$ cat src/rtl/input_conditioner.sv
// Button/switch front end: synchroniser, tick-based debounce, edge
// detection and per-channel hold-to-repeat on one shared timebase.
module input_conditioner #(
   parameter int CH               = 21,
   parameter int TICK_DIV         = 100000,
   parameter int DB_TICKS         = 10,
   parameter int RPT_DELAY_TICKS  = 500,
   parameter int RPT_PERIOD_TICKS = 100
) (
   input  logic          clk,
   input  logic          rst,
   input  logic [CH-1:0] in,
   input  logic [CH-1:0] rpt_en,
   output logic [CH-1:0] level,
   output logic [CH-1:0] rise,
   output logic [CH-1:0] fall,
   output logic [CH-1:0] press,
   output logic          any_press
);

   localparam int TW   = $clog2(TICK_DIV);
   localparam int DW   = $clog2(DB_TICKS + 1);
   localparam int RMAX = (RPT_DELAY_TICKS > RPT_PERIOD_TICKS) ?
                         RPT_DELAY_TICKS : RPT_PERIOD_TICKS;
   localparam int RW   = $clog2(RMAX + 1);

   localparam logic [TW-1:0] TLAST = TW'(TICK_DIV - 1);
   localparam logic [TW-1:0] TONE  = TW'(1);
   localparam logic [DW-1:0] DLAST = DW'(DB_TICKS - 1);
   localparam logic [DW-1:0] DONE  = DW'(1);
   localparam logic [RW-1:0] RDLY  = RW'(RPT_DELAY_TICKS - 1);
   localparam logic [RW-1:0] RPER  = RW'(RPT_PERIOD_TICKS - 1);
   localparam logic [RW-1:0] RONE  = RW'(1);

   typedef enum logic [1:0] {
      IDLE,
      DELAY,
      REPEAT
   } rstate_e;

   logic [TW-1:0] tcnt_q, tcnt_d;
   logic          tick;
   logic [CH-1:0] s1_q, s_q;
   logic [CH-1:0] level_q, level_d;
   logic [CH-1:0] rise_q, rise_d;
   logic [CH-1:0] fall_q, fall_d;
   logic [CH-1:0] press_q, press_d;
   logic [CH-1:0] hit;
   logic          any_q;
   logic [DW-1:0] dcnt_q [CH];
   logic [DW-1:0] dcnt_d [CH];
   logic [RW-1:0] rcnt_q [CH];
   logic [RW-1:0] rcnt_d [CH];
   rstate_e       st_q   [CH];
   rstate_e       st_d   [CH];

   assign tick = (tcnt_q == TLAST);

   always_comb begin
      tcnt_d  = tick ? '0 : tcnt_q + TONE;
      level_d = level_q;
      dcnt_d  = dcnt_q;
      rise_d  = '0;
      fall_d  = '0;
      hit     = '0;
      st_d    = st_q;
      rcnt_d  = rcnt_q;
      for (int i = 0; i < CH; i++) begin
         if (s_q[i] == level_q[i]) begin
            dcnt_d[i] = '0;
         end else if (tick) begin
            if (dcnt_q[i] == DLAST) begin
               level_d[i] = s_q[i];
               dcnt_d[i]  = '0;
               rise_d[i]  = s_q[i];
               fall_d[i]  = ~s_q[i];
            end else begin
               dcnt_d[i] = dcnt_q[i] + DONE;
            end
         end
         // a falling level this edge also cancels a coincident repeat
         unique case (st_q[i])
            IDLE: begin
               if (rise_q[i] && rpt_en[i]) begin
                  st_d[i]   = DELAY;
                  rcnt_d[i] = '0;
               end
            end
            DELAY: begin
               if (!level_q[i] || !rpt_en[i] || fall_d[i]) begin
                  st_d[i] = IDLE;
               end else if (tick) begin
                  if (rcnt_q[i] == RDLY) begin
                     hit[i]    = 1'b1;
                     rcnt_d[i] = '0;
                     st_d[i]   = REPEAT;
                  end else begin
                     rcnt_d[i] = rcnt_q[i] + RONE;
                  end
               end
            end
            REPEAT: begin
               if (!level_q[i] || !rpt_en[i] || fall_d[i]) begin
                  st_d[i] = IDLE;
               end else if (tick) begin
                  if (rcnt_q[i] == RPER) begin
                     hit[i]    = 1'b1;
                     rcnt_d[i] = '0;
                  end else begin
                     rcnt_d[i] = rcnt_q[i] + RONE;
                  end
               end
            end
            default: st_d[i] = IDLE;
         endcase
      end
      press_d = rise_d | hit;
   end

   always_ff @(posedge clk or posedge rst) begin
      if (rst) begin
         tcnt_q  <= '0;
         s1_q    <= '0;
         s_q     <= '0;
         level_q <= '0;
         rise_q  <= '0;
         fall_q  <= '0;
         press_q <= '0;
         any_q   <= 1'b0;
         for (int i = 0; i < CH; i++) begin
            dcnt_q[i] <= '0;
            rcnt_q[i] <= '0;
            st_q[i]   <= IDLE;
         end
      end else begin
         tcnt_q  <= tcnt_d;
         s1_q    <= in;
         s_q     <= s1_q;
         level_q <= level_d;
         rise_q  <= rise_d;
         fall_q  <= fall_d;
         press_q <= press_d;
         any_q   <= |press_q;
         dcnt_q  <= dcnt_d;
         rcnt_q  <= rcnt_d;
         st_q    <= st_d;
      end
   end

   assign level     = level_q;
   assign rise      = rise_q;
   assign fall      = fall_q;
   assign press     = press_q;
   assign any_press = any_q;

endmodule

$ cat config.mk
export PLATFORM = sky130hd
export DESIGN_NAME = input_conditioner
export DESIGN_NICKNAME = d
export VERILOG_FILES = /design/src/rtl/input_conditioner.sv
export SDC_FILE = /design/constraint.sdc
export NUM_CORES = 1
export LEC_CHECK = 0
export BUFFER_PORTS_ARGS = -buffer_cell sky130_fd_sc_hd__buf_4
export CORE_MARGIN = 4
export CORE_UTILIZATION = 35
export CTS_CLUSTER_SIZE = 16
export DETAILED_ROUTE_END_ITERATION = 8
export PLACE_DENSITY = 0.53
export RECOVER_POWER = 100
export REMOVE_ABC_BUFFERS = 1
export SETUP_SLACK_MARGIN = 0.05
export SYNTH_ARGS = -nofsm -noshare
export SYNTH_HDL_FRONTEND = slang
export SYNTH_SLANG_ARGS = --single-unit
export TNS_END_PERCENT = 20
$ cat constraint.sdc
create_clock -name clk -period 27.6 [get_ports clk]
set_clock_uncertainty 0.2 [all_clocks]
set_input_delay 2.76 -clock clk [delete_from_list [all_inputs] [get_ports clk]]
set_output_delay 2.76 -clock clk [all_outputs]
set_load 0.1 [all_outputs]
Yosys cells after proc, flatten, opt, wreduce, memory -nomap -nowiden --
Index checks and enable logic that the tools add are counted. Widths: inputs -> output; s select.
Word-level totals: register bits 459, input port bits 44, output and inout port bits 85, logic and storage cells 1335
Cells by class: $add $sub $neg 43, equal/unequal tests 295, mux-type cells 631, bitwise operators 43, reductions and logical operators 232
Operators with widths (number):
- $mux 9 | 147
- $pmux 9 s3 | 21
- $mux 1 | 252
- $mux 4 | 63
- $ne 2x2->1 const B | 126
- $mux 2 | 105
- $add 9x1->9 const B | 21
- $eq 9x7->1 const B | 21
- $eq 9x9->1 const B | 21
- $ne 3x3->1 const B | 42
- $pmux 2 s3 | 21
- $reduce_and 6->1 | 21
- $add 4x1->4 const B | 21
- $eq 4x4->1 const B | 21
- $reduce_and 4->1 | 21
- $reduce_and 3->1 | 21
- $reduce_bool 3->1 | 21
- $eq 2x1->1 const B | 21
- $eq 2x2->1 const B | 21
- $logic_not 1->1 | 42
- $logic_not 2->1 | 21
- $logic_or 1x1->1 | 42
- $not 1->1 | 42
- $pmux 1 s2 | 21
- other kinds (8) | 68

Longest topological paths before layout --
Gate-level depths: netlist (run 1).
depth after elaboration 8, depth in mapped cells 11, gate-level depth less buffers 7

Worst setup path after synthesis (run 1) --
Ideal clock, no wire load.
kind input -> register, from input port rpt_en[2], to register rcnt_q[169] (netlist name), setup time 0.104 ns, arrival 4.409 ns, data required time 27.296 ns, path slack 22.888 ns, cell stages on the path 7, buffers on the path 2, path through a21boi_0 -> or4b_2 -> o41a_1 -> buf_6 -> or2_1 -> buf_6 -> o41ai_2
On the way: word-level cells in the longest chain between the ends 5, elaborated cells between the ends (all ways) 8, those cells by class 3 x eq/ne; 5 x reduce/logical
RTL lines:
- start: declaration | line 13 | input logic [CH-1:0] rpt_en,
- $logic_not 1->1 | line 90, 103
- $logic_or 1x1->1 (2 in series) | line 90, 103
- $ne 2x2->1 (no source line)
- $reduce_and 6->1 (no source line) *
- end signal: assignment | line 145 | rcnt_q <= rcnt_d;
- end: declaration | line 52 | logic [RW-1:0] rcnt_q [CH];
Mark *: on every way between the ends. The rest lies on a longest branch, timed or not. A chain may end at the register's enable or synchronous reset.

==> results of run 1 <==
power groups by stage:
stage	Sequential [mW]	Combinational [mW]	Clock (mW)
after global placement	0.691	0.0243	0
final	0.679	0.0225	0.794
after CTS	0.679	0.0249	0.824
after detailed placement	0.691	0.0248	0
after floorplan	0.691	0.0125	0
after global routing	0.679	0.0265	0.852
per-layer routing:
metal / up-vias / wire [um]
met1: 10300 / 29500
met3: 90 / 2730
li1: 10200 / -
met4: 2 / 1170
met5: - / 9
met2: 405 / 29000
through the flow:
stage / std cells / cell area [um2]
2_1_floorplan: 2613 / 25100
3_3_place_gp: 3704 / 27300
3_5_place_dp: 3704 / 27300
4_1_cts: 3806 / 29300
5_1_grt: 3806 / 28900
6_report: 3806 / 28900
placed cells by master, fill, tap and decap left out, types with 49 or more instances in the layout:
cell type / Yosys / layout
a21oi_1: 151 / 151
a22o_1: 49 / 49
clkbuf_1: 55 / 104
clkbuf_16: 0 / 56
dfrtp_1: 459 / 459
ha_1: 139 / 139
inv_1: 132 / 131
nand2_1: 327 / 327
nand3_1: 105 / 105
nor2_1: 177 / 177
nor3_1: 112 / 112
o21ai_0: 142 / 142
o31ai_1: 71 / 71
Yosys cell counts (all sizes together), types with 48 or more instances:
cell type / n
nand2: 327
nand3: 105
inv: 132
a2bb2oi: 48
clkbuf: 55
a22o: 49
a21oi: 151
o21ai: 143
nor2: 177
o31ai: 71
nor3: 112
dfrtp: 459
ha: 139
critical path, delay by kind of cell:
kind | cells | cell delay (ns)
buffers and inverters | 5 | 10.99
logic make-up (layout without fill, tap and decap cells):
family                     count (synthesis)  after routing  share of synthesized area
muxes                                     37             37                     0.0161
adders and majority gates                139            139                     0.0684
DFF                                      459            459                      0.452
xor gates and xnor gates                  34             34                     0.0117
and+or+nand+nor                         1093           1093                      0.223
AOI/OAI and AO/OA                        719            719                      0.195
buffers and inverters                    215            375                     0.0334
final cells by class:
type	count	area, um2	share of cell area
clock inverter	28	424	0.0147
sequential	459	11500	0.397
multi-input combinational	2022	13100	0.451
timing repair buffer	141	694	0.0240
tap	950	1190	0.0411
inverter	132	497	0.0172
clock buffer	74	1580	0.0546
worst paths after layout:
check	cells past startpoint	from	endpoint	slack (ns)
worst max-delay path	5	rst	fall[12]	13.88
worst min-delay path	0	s1_q[1]	s_q[1]	0.15
worst max register to register	8	tcnt_q[0]	rcnt_q[43]	19.97
worst min register to register	0	s1_q[1]	s_q[1]	0.15
max in group clk	8	tcnt_q[0]	rcnt_q[43]	19.97
min in group asynchronous	2	rst	fall[13]	3.21
==> results.yml, run 1 <==
clock_tree:
  clock-root-buffer: "clkbuf_16"
  insertion_delay_ns: 0.62
  cts_tree: "done"
  clock_sinks: 459
  cts_setup_buffers: 0
  numCtsBuffers: 55
  clk_pin_slew_ns: 0.06
  postCtsHoldBufs: 0
  cts_resized: 0
  cts_max_level: 2
  cts_buffer_depth: 3
die:
  coreArea_um2: 71700
  die_w_um: 277
  die_area_um2: 77000
  io_pins: 129
  start_util: 0.354
  die_h_um: 277
  rows: 98
layout:
  nets: 2994
  syn_to_final_growth_pct: 13.8
  top_register: "rcnt_q"
  fin_util: 0.403
  n_antenna_cell: 0
  top_regs: "rcnt_q x189, dcnt_q x84, st_q x42"
  largest_reg_flops: 189
  n_fill_cell: 7066
  drive_gt1_frac: 0.0851
detailed_routing:
  wl_per_cell_um: 16.4
  dr.first_iter.drc_count: 1468
  routed-via-count: 21000
  final_antenna_net_count: 0
  drc_errors: 0
  drtPass1Iterations: 6
  wl_mm: 62.4
  vias_per_cell: 5.52
setup_path:
  critPathMostFrequentCell: "buf_4"
  crit_arrival_ns: 14.11
  end_kind: "async pin"
  criticalPathCategory: "in -> async"
  crit_required_ns: 27.98
  crit_fanout: 168
  cp-start-kind: "input pin"
  critPathMaxStageDelay_ns: 6.37
  slowest_stage: "clkbuf_1"
  crit_chain: "clkbuf_4 > clkinvlp_2 > clkbuf_1 > buf_4 > buf_4"
synthesis:
  synth_cell_types: 77
  async_reset_ff_frac: 1.00
  synth_ff_type: "dfrtp_1"
  netlist_area_um2: 25400
  ys_ff_latch: 459
  synth-edff-count: 0
  ys_top_cells_by_area: "dfrtp_1 (45%), ha_1 (6.8%), nand2_1 (4.8%)"
  synth_top_area_frac: 0.452
  yosys.area.top_type: "dfrtp_1"
  postSynthAreaPerCell_um2: 9.43
  yosysSeqAreaShare: 0.452
  yosys_warnings: 0
  syn_inst: 2696
run_status:
  failed_checks: "max-capacitance violations, max-slew violations"
  status: "complete, but fails checks"
placement:
  port_buffers: 128
  place.gp.congestion: 0.816
  place_hpwl_mm: 42.3
  post-place-ws_ns: 21.23
sta:
  period_needed_ns: 13.72
  max_freq_ghz: 0.0729
  finalSetupViolCount: 0
  slew-limit-headroom: -5.06
  hold_violations: 0
  drv_slew: 526
  fin_tns_setup_ns: 0
  worst_slew_pin_slew_ns: 9.08
  finalWorstSetupSlack_ns: 13.88
  rsz0062_at_grt: "false"
  hold_ws_ns: 0.145
  fin_crit_sh: 0.497
grt:
  grt_antenna_before_repair: 2
  gr-usage-met2: 0.261
  grt_pass1_wl_mm: 104
  grt_pass1_vias: 20300
  overflow: 0
  grt_max_degree: 169
  use_met1: 0.216
  track_usage: 0.158
  grtUsageMet3: 0.0258
  grt_busiest_layer: "met2"
power_and_ir_drop:
  power_mw: 1.50
  power_frac_clock: 0.531
  ir_drop_uv: 40.4
  internal_power_mw: 1.18
  netSwitchingFraction: 0.214
  p_leak_nw: 12.3
  p_seq_frac: 0.454
  combPwrFrac: 0.015
  power_density_nw_per_um2: 51.7
  p_switching_uw: 320
job:
  drv_cap: 10
min_path:
  min_path_type: "reg -> reg"
Power figures use the tool's default switching activity.
==> run 2, diff against run 1 <==
--- a/config.mk
+++ b/config.mk
@@ -5,6 +5,7 @@
 export SDC_FILE = /design/constraint.sdc
 export NUM_CORES = 1
 export LEC_CHECK = 0
+export ABC_AREA = 1
 export BUFFER_PORTS_ARGS = -buffer_cell sky130_fd_sc_hd__buf_4
 export CORE_MARGIN = 4
 export CORE_UTILIZATION = 35
==> constraint.sdc (replaced) <==
create_clock -name clk -period 13.9 [get_ports clk]
set_clock_uncertainty 0.2 [all_clocks]
set_input_delay 1.39 -clock clk [delete_from_list [all_inputs] [get_ports clk]]
set_output_delay 1.39 -clock clk [all_outputs]
set_load 0.1 [all_outputs]
==> results.yml, run 2 <==
synthesis:
  yosys.area.top_type: "dfrtp_1"
  synth_cell_types: 54
  synth_compound_area_frac: 0.0789
  netlist_area_um2: 27000
  ys_ff_latch: 459
  syn_inst: 3456
  postSynthAreaPerCell_um2: 7.80
  ys_top_cells_by_area: "dfrtp_1 (43%), nand2_1 (12%), nand3_1 (7.0%)"
  synth-edff-count: 0
  synth_top_family_by_area: "simple AND/OR/NAND/NOR gates"
  synth-xor-area-share: 0.0461
  synth.most_common_cell: "nand2_1"
  yosys.area_share.simple: 0.315
  synth_top_area_frac: 0.426
  yosys_warnings: 0
  synthTopCellsByCount: "nand2_1 (866), dfrtp_1 (459), inv_1 (416)"
  async_reset_ff_frac: 1.00
  synth_fa_ha_area_frac: 0.0645
  yosysSeqAreaShare: 0.426
  synth_mux_area_frac: 0.000743
  synth_ff_type: "dfrtp_1"
placement:
  place.gp.congestion: 0.800
  post-place-ws_ns: 9.70
  port_buffers: 128
  place_inst: 4575
  place_hpwl_mm: 44.3
die:
  io_pins: 129
  die_w_um: 285
  die_h_um: 285
  die_area_um2: 81500
  rows: 101
  coreArea_um2: 76100
  start_util: 0.354
layout:
  top_regs: "rcnt_q x189, dcnt_q x84, st_q x42"
  final_common_cell: "nand2_1"
  drive_gt1_frac: 0.0537
  top_register: "rcnt_q"
  nets: 3784
  final_cell_mix: "nand2_1 (882), dfrtp_1 (459), inv_1 (415)"
  fin_cells: 4677
  n_antenna_cell: 0
  syn_to_final_growth_pct: 13.1
  n_fill_cell: 7889
  largest_reg_flops: 189
sta:
  finalSetupViolCount: 0
  slew-limit-headroom: -2.98
  drv_slew: 279
  max_freq_ghz: 0.160
  rsz0062_at_grt: "false"
  hold_violations: 0
  fin_crit_sh: 0.448
  finalWorstSetupSlack_ns: 7.67
  worst_slew_pin_slew_ns: 5.94
  period_needed_ns: 6.23
setup_path:
  crit_fanout: 131
  reg2reg_depth: 9
  end_kind: "async pin"
  crit_required_ns: 14.38
  cp-start-kind: "input pin"
  regToRegSetupSlack_ns: 8.32
  critPathMostFrequentCell: "buf_4"
  criticalPathCategory: "in -> async"
  crit_arrival_ns: 6.71
  slowest_stage: "clkinvlp_2"
  critPathMaxStageDelay_ns: 3.30
  crit_chain: "clkbuf_4 > clkinvlp_2 > buf_4 > buf_4"
power_and_ir_drop:
  power_density_nw_per_um2: 100
  p_leak_nw: 14.6
  ir_drop_uv: 82.4
clock_tree:
  postCtsHoldBufs: 0
  cts_buffer_depth: 3
  cts_resized: 0
  clk_pin_slew_ns: 0.06
  cts_setup_buffers: 0
  clock_sinks: 459
  cts_max_level: 2
  clock-root-buffer: "clkbuf_16"
  insertion_delay_ns: 0.61
  numCtsBuffers: 54
  cts_tree: "done"
grt:
  grt_max_degree: 149
  grt_pass1_wl_mm: 108
  overflow: 0
  grt_antenna_before_repair: 1
  track_usage: 0.156
  grt_pass1_vias: 21400
detailed_routing:
  dr.first_iter.drc_count: 1242
  drtPass1Iterations: 7
  wl_mm: 64.3
  vias_per_cell: 4.79
  routed-via-count: 22400
  wl_per_cell_um: 13.7
  final_antenna_net_count: 0
  drc_errors: 0
run_status:
  status: "complete, but fails checks"
  failed_checks: "max-capacitance violations, max-slew violations"
job:
  drv_cap: 6
min_path:
  min_path_type: "reg -> reg"
  min_path_cells: 0
[run 2: cell count changes after synthesis, moves of 40 or more]
cell / delta
nor3_1: -67
o21ai_0: +40
a2bb2oi_1: -48
o31ai_1: -65
nand2_1: +539
nand4_1: +109
a22o_1: -46
inv_1: +284
nor2_1: +143
xor2_1: +100
nand3_1: +273
a21oi_1: -80
[run 2: kinds of logic (layout without fill, tap and decap cells)]
logic type	after synthesis	in the layout
AOI/OAI and AO/OA	369	369
xor gates and xnor gates	142	142
adders and majority gates	139	139
buffers and inverters	465	656
DFF	459	459
muxes	2	2
and+or+nand+nor	1880	1880
[run 2: routing by layer]
metal / vias up / part of all wire / GRT usage
li1: 11700 / - / -
met2: 278 / 0.44 / 0.252
met5: - / 0.00022 / 0
met4: 2 / 0.022 / 0.0386
met3: 91 / 0.043 / 0.0257
met1: 10400 / 0.49 / 0.220
[run 2: stage by stage]
stage	power, mW	hold slack [ns]	instance area [um2]	utilization	setup TNS [ns]
3_5_place_dp	1.43	0.135	29000	0.381	0
5_1_grt	3.18	0.153	30500	0.401	0
4_1_cts	3.12	0.149	31100	0.409	0
6_report	3.05	0.147	30500	0.401	0
2_1_floorplan	1.40	0.131	26700	-	-223.62
3_3_place_gp	1.43	0.132	29000	0.381	0
[run 2: path summary, 6_finish.rpt]
check                           start         end
setup / recovery                  rst     fall[7]
hold / removal               s1_q[15]     s_q[15]
setup reg to reg           tcnt_q[16]  dcnt_q[65]
hold reg to reg              s1_q[15]     s_q[15]
max in group clk           tcnt_q[16]  dcnt_q[65]
min in group asynchronous         rst    level[5]
[run 2: critical path: cells and delay by family]
family	cells	cell delay, ns
buf+inv	4	5.18
[run 2: power breakdown]
group | switching [mW] | leakage [nW] | internal, mW
registers | 0.00523 | 5.94 | 1.34
clock network | 0.606 | 1.01 | 1.05
logic | 0.0374 | 7.62 | 0.0116
[run 2: final cells by class]
type / instances / area (um2) / share of cell area
inverter: 417 / 1570 / 0.0514
tap: 1030 / 1290 / 0.0423
sequential: 459 / 11500 / 0.377
timing repair buffer: 137 / 699 / 0.0230
clock buffer: 65 / 1460 / 0.0480
clock inverter: 37 / 629 / 0.0207
multi-input combinational: 2532 / 13300 / 0.438
